$ cat src/rtl/shift_ram_reader.sv
// shift_ram_reader: read sequencer for the shift RAM, streaming words through a 2-entry buffer
// Ports: clk_i, rst_ni (async active-low); start_i/count_i launch a burst; ram_clear_i zeroes the
// mirrored pointer and aborts a running burst; ram_en_o/ram_we_o/ram_rdata_i drive the RAM read port;
// m_data_o/m_valid_o/m_ready_i form the output stream; busy_o, done_o, overrun_o, rd_pos_o report status.
// Option: define SHIFT_RAM_READER_CHECKSUM_EN to add checksum_o, the per-burst sum of accepted words.
module shift_ram_reader #(
  parameter int DATA_W = 16,
  parameter int ADDR_W = 18,
  parameter int DEPTH  = 156800
) (
  input  logic              clk_i,
  input  logic              rst_ni,
  input  logic              start_i,
  input  logic [ADDR_W-1:0] count_i,
  input  logic              ram_clear_i,
  output logic              ram_en_o,
  output logic              ram_we_o,
  input  logic [DATA_W-1:0] ram_rdata_i,
  output logic [DATA_W-1:0] m_data_o,
  output logic              m_valid_o,
  input  logic              m_ready_i,
  output logic              busy_o,
  output logic              done_o,
  output logic              overrun_o,
  output logic [ADDR_W-1:0] rd_pos_o
`ifdef SHIFT_RAM_READER_CHECKSUM_EN
  ,
  output logic [DATA_W-1:0] checksum_o
`endif
);
  typedef enum logic [1:0] {IDLE, RUN, DRAIN, FIN} state_t;
  localparam logic [ADDR_W-1:0] DEPTH_C = ADDR_W'(DEPTH);
  localparam logic [ADDR_W-1:0] ONE = ADDR_W'(1);
  state_t state_q, state_d;
  logic [ADDR_W-1:0] rem_q, rem_d, pos_q, pos_d, room;
  logic ovr_q, ovr_d, infl_q, infl_d, hd_q, hd_d;
  logic [1:0] occ_q, occ_d;
  logic [DATA_W-1:0] mem_q [2];
  logic [DATA_W-1:0] mem_d [2];
  logic pop, en, abort, go;
  assign room  = DEPTH_C - pos_q;
  assign pop   = (occ_q != 2'd0) && m_ready_i;
  assign abort = ram_clear_i && (state_q == RUN || state_q == DRAIN);
  assign go    = state_q == IDLE && start_i && !ram_clear_i;
  // Credit rule: a strobe is allowed only if the word it returns is guaranteed a buffer slot.
  assign en = state_q == RUN && rem_q != '0 && pos_q != DEPTH_C && !ram_clear_i &&
              ({1'b0, occ_q} + 3'(infl_q) < 3'd2 + 3'(pop));
  assign ram_en_o  = en;
  assign ram_we_o  = 1'b0;
  assign m_valid_o = occ_q != 2'd0;
  assign m_data_o  = m_valid_o ? mem_q[hd_q] : '0;
  assign busy_o    = state_q == RUN || state_q == DRAIN;
  assign done_o    = state_q == FIN;
  assign overrun_o = ovr_q;
  assign rd_pos_o  = pos_q;
  always_comb begin
    state_d = state_q;
    rem_d   = en ? rem_q - ONE : rem_q;
    pos_d   = en ? pos_q + ONE : pos_q;
    ovr_d   = ovr_q;
    infl_d  = en;
    hd_d    = hd_q ^ pop;
    occ_d   = occ_q + 2'(infl_q) - 2'(pop);
    mem_d   = mem_q;
    // The credit rule keeps occupancy at most 1 whenever a word lands, so the tail is head or head^1.
    if (infl_q) mem_d[hd_q ^ occ_q[0]] = ram_rdata_i;
    case (state_q)
      IDLE: if (go) begin
        rem_d   = count_i > room ? room : count_i;
        ovr_d   = ovr_q | (count_i > room);
        state_d = (count_i == '0 || room == '0) ? FIN : RUN;
      end
      RUN:     state_d = (rem_q == '0 && !infl_q) ? DRAIN : RUN;
      DRAIN:   state_d = occ_q == 2'd0 ? FIN : DRAIN;
      default: state_d = IDLE;
    endcase
    if (ram_clear_i) begin
      pos_d = '0;
      ovr_d = 1'b0;
    end
    if (abort) begin
      state_d = FIN;
      rem_d   = '0;
      infl_d  = 1'b0;
      occ_d   = 2'd0;
    end
  end
  always_ff @(posedge clk_i or negedge rst_ni)
    if (!rst_ni) begin
      state_q <= IDLE;
      rem_q   <= '0;
      pos_q   <= '0;
      ovr_q   <= 1'b0;
      infl_q  <= 1'b0;
      hd_q    <= 1'b0;
      occ_q   <= 2'd0;
      mem_q   <= '{default: '0};
    end else begin
      state_q <= state_d;
      rem_q   <= rem_d;
      pos_q   <= pos_d;
      ovr_q   <= ovr_d;
      infl_q  <= infl_d;
      hd_q    <= hd_d;
      occ_q   <= occ_d;
      mem_q   <= mem_d;
    end
`ifdef SHIFT_RAM_READER_CHECKSUM_EN
  logic [DATA_W-1:0] cks_q, cks_d;
  assign cks_d = go ? '0 : pop ? cks_q + m_data_o : cks_q;
  assign checksum_o = cks_q;
  always_ff @(posedge clk_i or negedge rst_ni)
    if (!rst_ni) cks_q <= '0;
    else cks_q <= cks_d;
`endif
endmodule

$ cat config.mk
export PLATFORM = sky130hd
export DESIGN_NAME = shift_ram_reader
export DESIGN_NICKNAME = d
export VERILOG_FILES = /design/src/rtl/shift_ram_reader.sv
export SDC_FILE = /design/constraint.sdc
export NUM_CORES = 1
export LEC_CHECK = 0
export CORE_MARGIN = 10
export CORE_UTILIZATION = 35
export CTS_CLUSTER_DIAMETER = 50
export DETAILED_ROUTE_END_ITERATION = 6
export PLACE_DENSITY = 0.56
export REMOVE_ABC_BUFFERS = 1
export SYNTH_ARGS = -nofsm -noshare
export SYNTH_HDL_FRONTEND = slang
export SYNTH_SLANG_ARGS = --single-unit
export TNS_END_PERCENT = 20
$ cat constraint.sdc
create_clock -name clk_i -period 10.6 [get_ports clk_i]
set_input_delay 2.12 -clock clk_i [delete_from_list [all_inputs] [get_ports clk_i]]
set_output_delay 2.12 -clock clk_i [all_outputs]
set_load 0.1 [all_outputs]
==> impl_metrics.csv <==
group,metric,value,unit
critical_path,setup.worst_path.end_class,"output pin",
detailed_routing,vias,4588,
floorplanning,die_width,142,um
critical_path,worst_path_dominant_cell_family,"buffers and inverters",
detailed_routing,dr.pass1.iters,4,
floorplanning,initial_core_util,35.8,%
power_and_ir_drop,comb_power_share,57.7,%
clock_network,clockRootBuffer,"clkbuf_16",
timing,fin_crit_sh,69.8,%
logic_synthesis,async_flop_share,100,%
logic_synthesis,netlist.area_leader.share,35.9,%
power_and_ir_drop,p_int,0.965,mW
power_and_ir_drop,clock_power_share,17.4,%
layout,area_delta_synth_final,23.0,%
logic_synthesis,synth-seq-cells,75,
clock_network,cts_tree,"built",
layout,nFillCells,1439,
run_status,status,"complete, no violations",
timing,slew_violations,0,
critical_path,arrival,5.28,ns
power_and_ir_drop,pwr_density_cell,300,nW/um^2
detailed_routing,drt-total-wl,14700,um
power_and_ir_drop,p_sw,0.961,mW
critical_path,cp-start-kind,"input pin",
power_and_ir_drop,seqPwrFrac,24.8,%
timing,finalSetupTns,0,ns
clock_network,cts_setup_buffers,0,
logic_synthesis,synth_warnings,0,
floorplanning,num_rows,44,
floorplanning,core_area,14600,sq um
layout,antenna_cells,0,
logic_synthesis,ys.flop_type,"dfrtp_1",
timing,finalSetupViolations,0,
global_routing,antenna_found_initial,0,
detailed_routing,vias_per_cell,5.63,
timing,fin_crit,7.40,ns
timing,slew_headroom,21.5,%
global_routing,grt_max_degree,76,
clock_network,cts_made_buffers,9,
logic_synthesis,syn_avg_cell_area,9.21,sq um
power_and_ir_drop,swShare,49.9,%
global_routing,grt_pass1_vias,4679,
run,max_cap_viol_count,0,
detailed_routing,drc_errors,0,
detailed_routing,ant_nets,0,
clock_network,cts.sinks,75,
critical_path,required,8.48,ns
timing,whs,0.504,ns
clock_network,clk_path_buf_depth,2,
worst_hold_path,hp-class,"reg2reg",
layout,nNetsFinal,690,
place,dp_cells,799,
timing,worst_slew_pin_slew,1.18,ns
critical_path,crit_buf_inv,4,
clock_network,cts_resized,0,
critical_path,crit_type,"in2out",
power_and_ir_drop,total_leakage_power,2.65,nW
timing,hold_violations,0,
global_routing,grt_use_total,14.6,%
logic_synthesis,yosysSeqAreaShare,35.9,%
clock_network,clock_latency,0.34,ns
floorplanning,io_pins,79,
layout,fin_cells,815,
global_routing,grt_overflow,0,
detailed_routing,wl_per_cell,18.0,um
clock_network,clkTransAtPathRegs,0.06,ns
place,gp_congestion,0.943,
place,dp_hpwl,10900,um
layout,fin_util,44.0,%
critical_path,path_cells,"clkdlybuf4s50_1 > o21ai_0 > o21ai_0 > nor4bb_1 > nand3_1 > buf_4 > inv_1 > clkdlybuf4s50_1",
layout,layout-drive-gt1-share,10.6,%
logic_synthesis,synth_edf_count,0,
critical_path,slowest_delay,1.21,ns
clock_network,cts_htree_levels,3,
critical_path,slowest_stage,"clkdlybuf4s50_1",
floorplanning,die_height,142,um
global_routing,grt_pass1_wl,24000,um
logic_synthesis,synth_top_area_cell,"dfrtp_1",
logic_synthesis,netlist_area,5220,sq um
logic_synthesis,syn_inst,567,
timing,max_freq,135,MHz
critical_path,cp_max_fo,15,
logic_synthesis,yosysUniqueCellTypes,70,
floorplanning,dieArea,20200,sq um
detailed_routing,first_iter_violations,274,
logic_synthesis,synthTopCellsByArea,"dfrtp_1, mux2_2, ha_1",
power_and_ir_drop,ir_drop,0.000202,V
timing,rsz0062_at_grt,"false",
timing,skew,0.00844,ns
place,port_buffers,77,
clock_network,cts_hold_buf,0,
layer usage:
| metal | part of all wire [%] | GRT usage [%] | vias to the layer above |
|---|---|---|---|
| li1 | - | - | 2187 |
| met5 | 0 | 0 | - |
| met4 | 1.3 | 3.39 | 0 |
| met3 | 7.4 | 5.11 | 17 |
| met2 | 46 | 22.7 | 146 |
| met1 | 46 | 18.9 | 2238 |
sequential cells by signal, indices dropped and copies added, names as in the netlist:
| signal | cells |
|---|---|
| state_q | 2 |
| infl_q | 1 |
| occ_q | 2 |
| hd_q | 1 |
| mem_q | 32 |
| overrun_o | 1 |
| rd_pos_o | 18 |
| rem_q | 18 |
cell families after synthesis:
kind of cell	Yosys count	share of synthesized area, %
AND/OR/NAND/NOR	201	20.0
AO/OA/AOI/OAI	121	16.6
flip-flops	75	35.9
buffers and inverters	57	4.67
multiplexers	50	10.6
XOR/XNOR	37	6.20
adder cells (fa/ha/maj)	25	5.99
other	1	0.0718
cells in the mapped netlist (3+ instances only):
cell type / instances
a2111oi_0: 6
a211oi_1: 15
a21boi_0: 4
a21oi_1: 18
a311o_1: 3
a311oi_1: 3
and2_1: 5
and3_1: 6
and4_1: 3
buf_2: 3
buf_6: 3
clkbuf_1: 25
dfrtp_1: 75
ha_1: 25
inv_1: 24
mux2_2: 33
mux2i_1: 16
nand2_1: 41
nand2b_1: 3
nand3_1: 23
nand3b_1: 3
nand4_1: 4
nor2_1: 55
nor3_1: 14
nor4_1: 9
o2111ai_1: 3
o211ai_1: 3
o21a_1: 4
o21ai_0: 27
o311a_1: 3
o31ai_1: 6
or2_2: 5
or3_1: 8
or4_1: 6
xnor2_1: 22
xor2_1: 15
area by class of cell:
cell class | instances | area (sq um) | area share [%]
clock buffer | 9 | 225 | 3.51
clock inverter | 7 | 100 | 1.56
inverter | 24 | 90.1 | 1.40
multi-input combinational | 435 | 3100 | 48.3
sequential | 75 | 1880 | 29.2
tap | 184 | 230 | 3.58
timing repair buffer | 81 | 798 | 12.4
final timing paths:
path / cells after the start / endpoint / from / slack, ns
max: 8 / ram_en_o / m_ready_i / 3.20
max reg2reg: 13 / rem_q[0] / rd_pos_o[0] / 6.09
min reg2reg: 1 / mem_q[20] / mem_q[20] / 0.50
max in group asynchronous: 1 / rd_pos_o[9] / rst_ni / 8.04
min: 1 / mem_q[20] / mem_q[20] / 0.50
min in group asynchronous: 1 / mem_q[21] / rst_ni / 1.93
cell usage in the layout, fill, tap and decap left out, drive strengths merged, types with 7 or more instances in the layout:
cell type	instances
nand3	24
or3	8
mux2	33
inv	26
dfrtp	75
a211oi	15
mux2i	17
a2111oi	7
nor4	10
nand2	42
nor2	55
clkbuf	9
nor3	14
xnor2	22
a21oi	19
ha	25
clkdlybuf4s50	76
o21ai	29
xor2	15
worst register-to-register path: stages (launching register included):
cell and delay (ns):
dfrtp_1 0.53, inv_1 0.08, ha_1 0.25, nor2b_1 0.20, a311oi_1 0.42, o21ai_0 0.19, xnor2_1 0.19, ha_1 0.23
nor2_1 0.14, a311oi_1 0.10, a2111oi_4 1.06, nand3_2 0.39, and3_1 0.29, o311a_1 0.32
power groups by stage:
stage          Sequential [mW]  Clock, mW  Combinational (mW)
4_1_cts                  0.478      0.346                1.12
6_report                 0.478      0.336                1.11
2_1_floorplan            0.485          0               0.831
3_3_place_gp             0.477          0                1.10
3_5_place_dp             0.482          0                1.12
5_1_grt                  0.494      0.358                1.19
metrics by stage:
step	setup WS [ns]	area, sq um	power [mW]
2_1_floorplan	4.56	5070	1.32
3_3_place_gp	3.27	6100	1.58
3_5_place_dp	3.28	6100	1.60
4_1_cts	3.24	6420	1.94
5_1_grt	2.92	6420	2.04
6_report	3.20	6420	1.93
(Power assumes the default switching activity.)
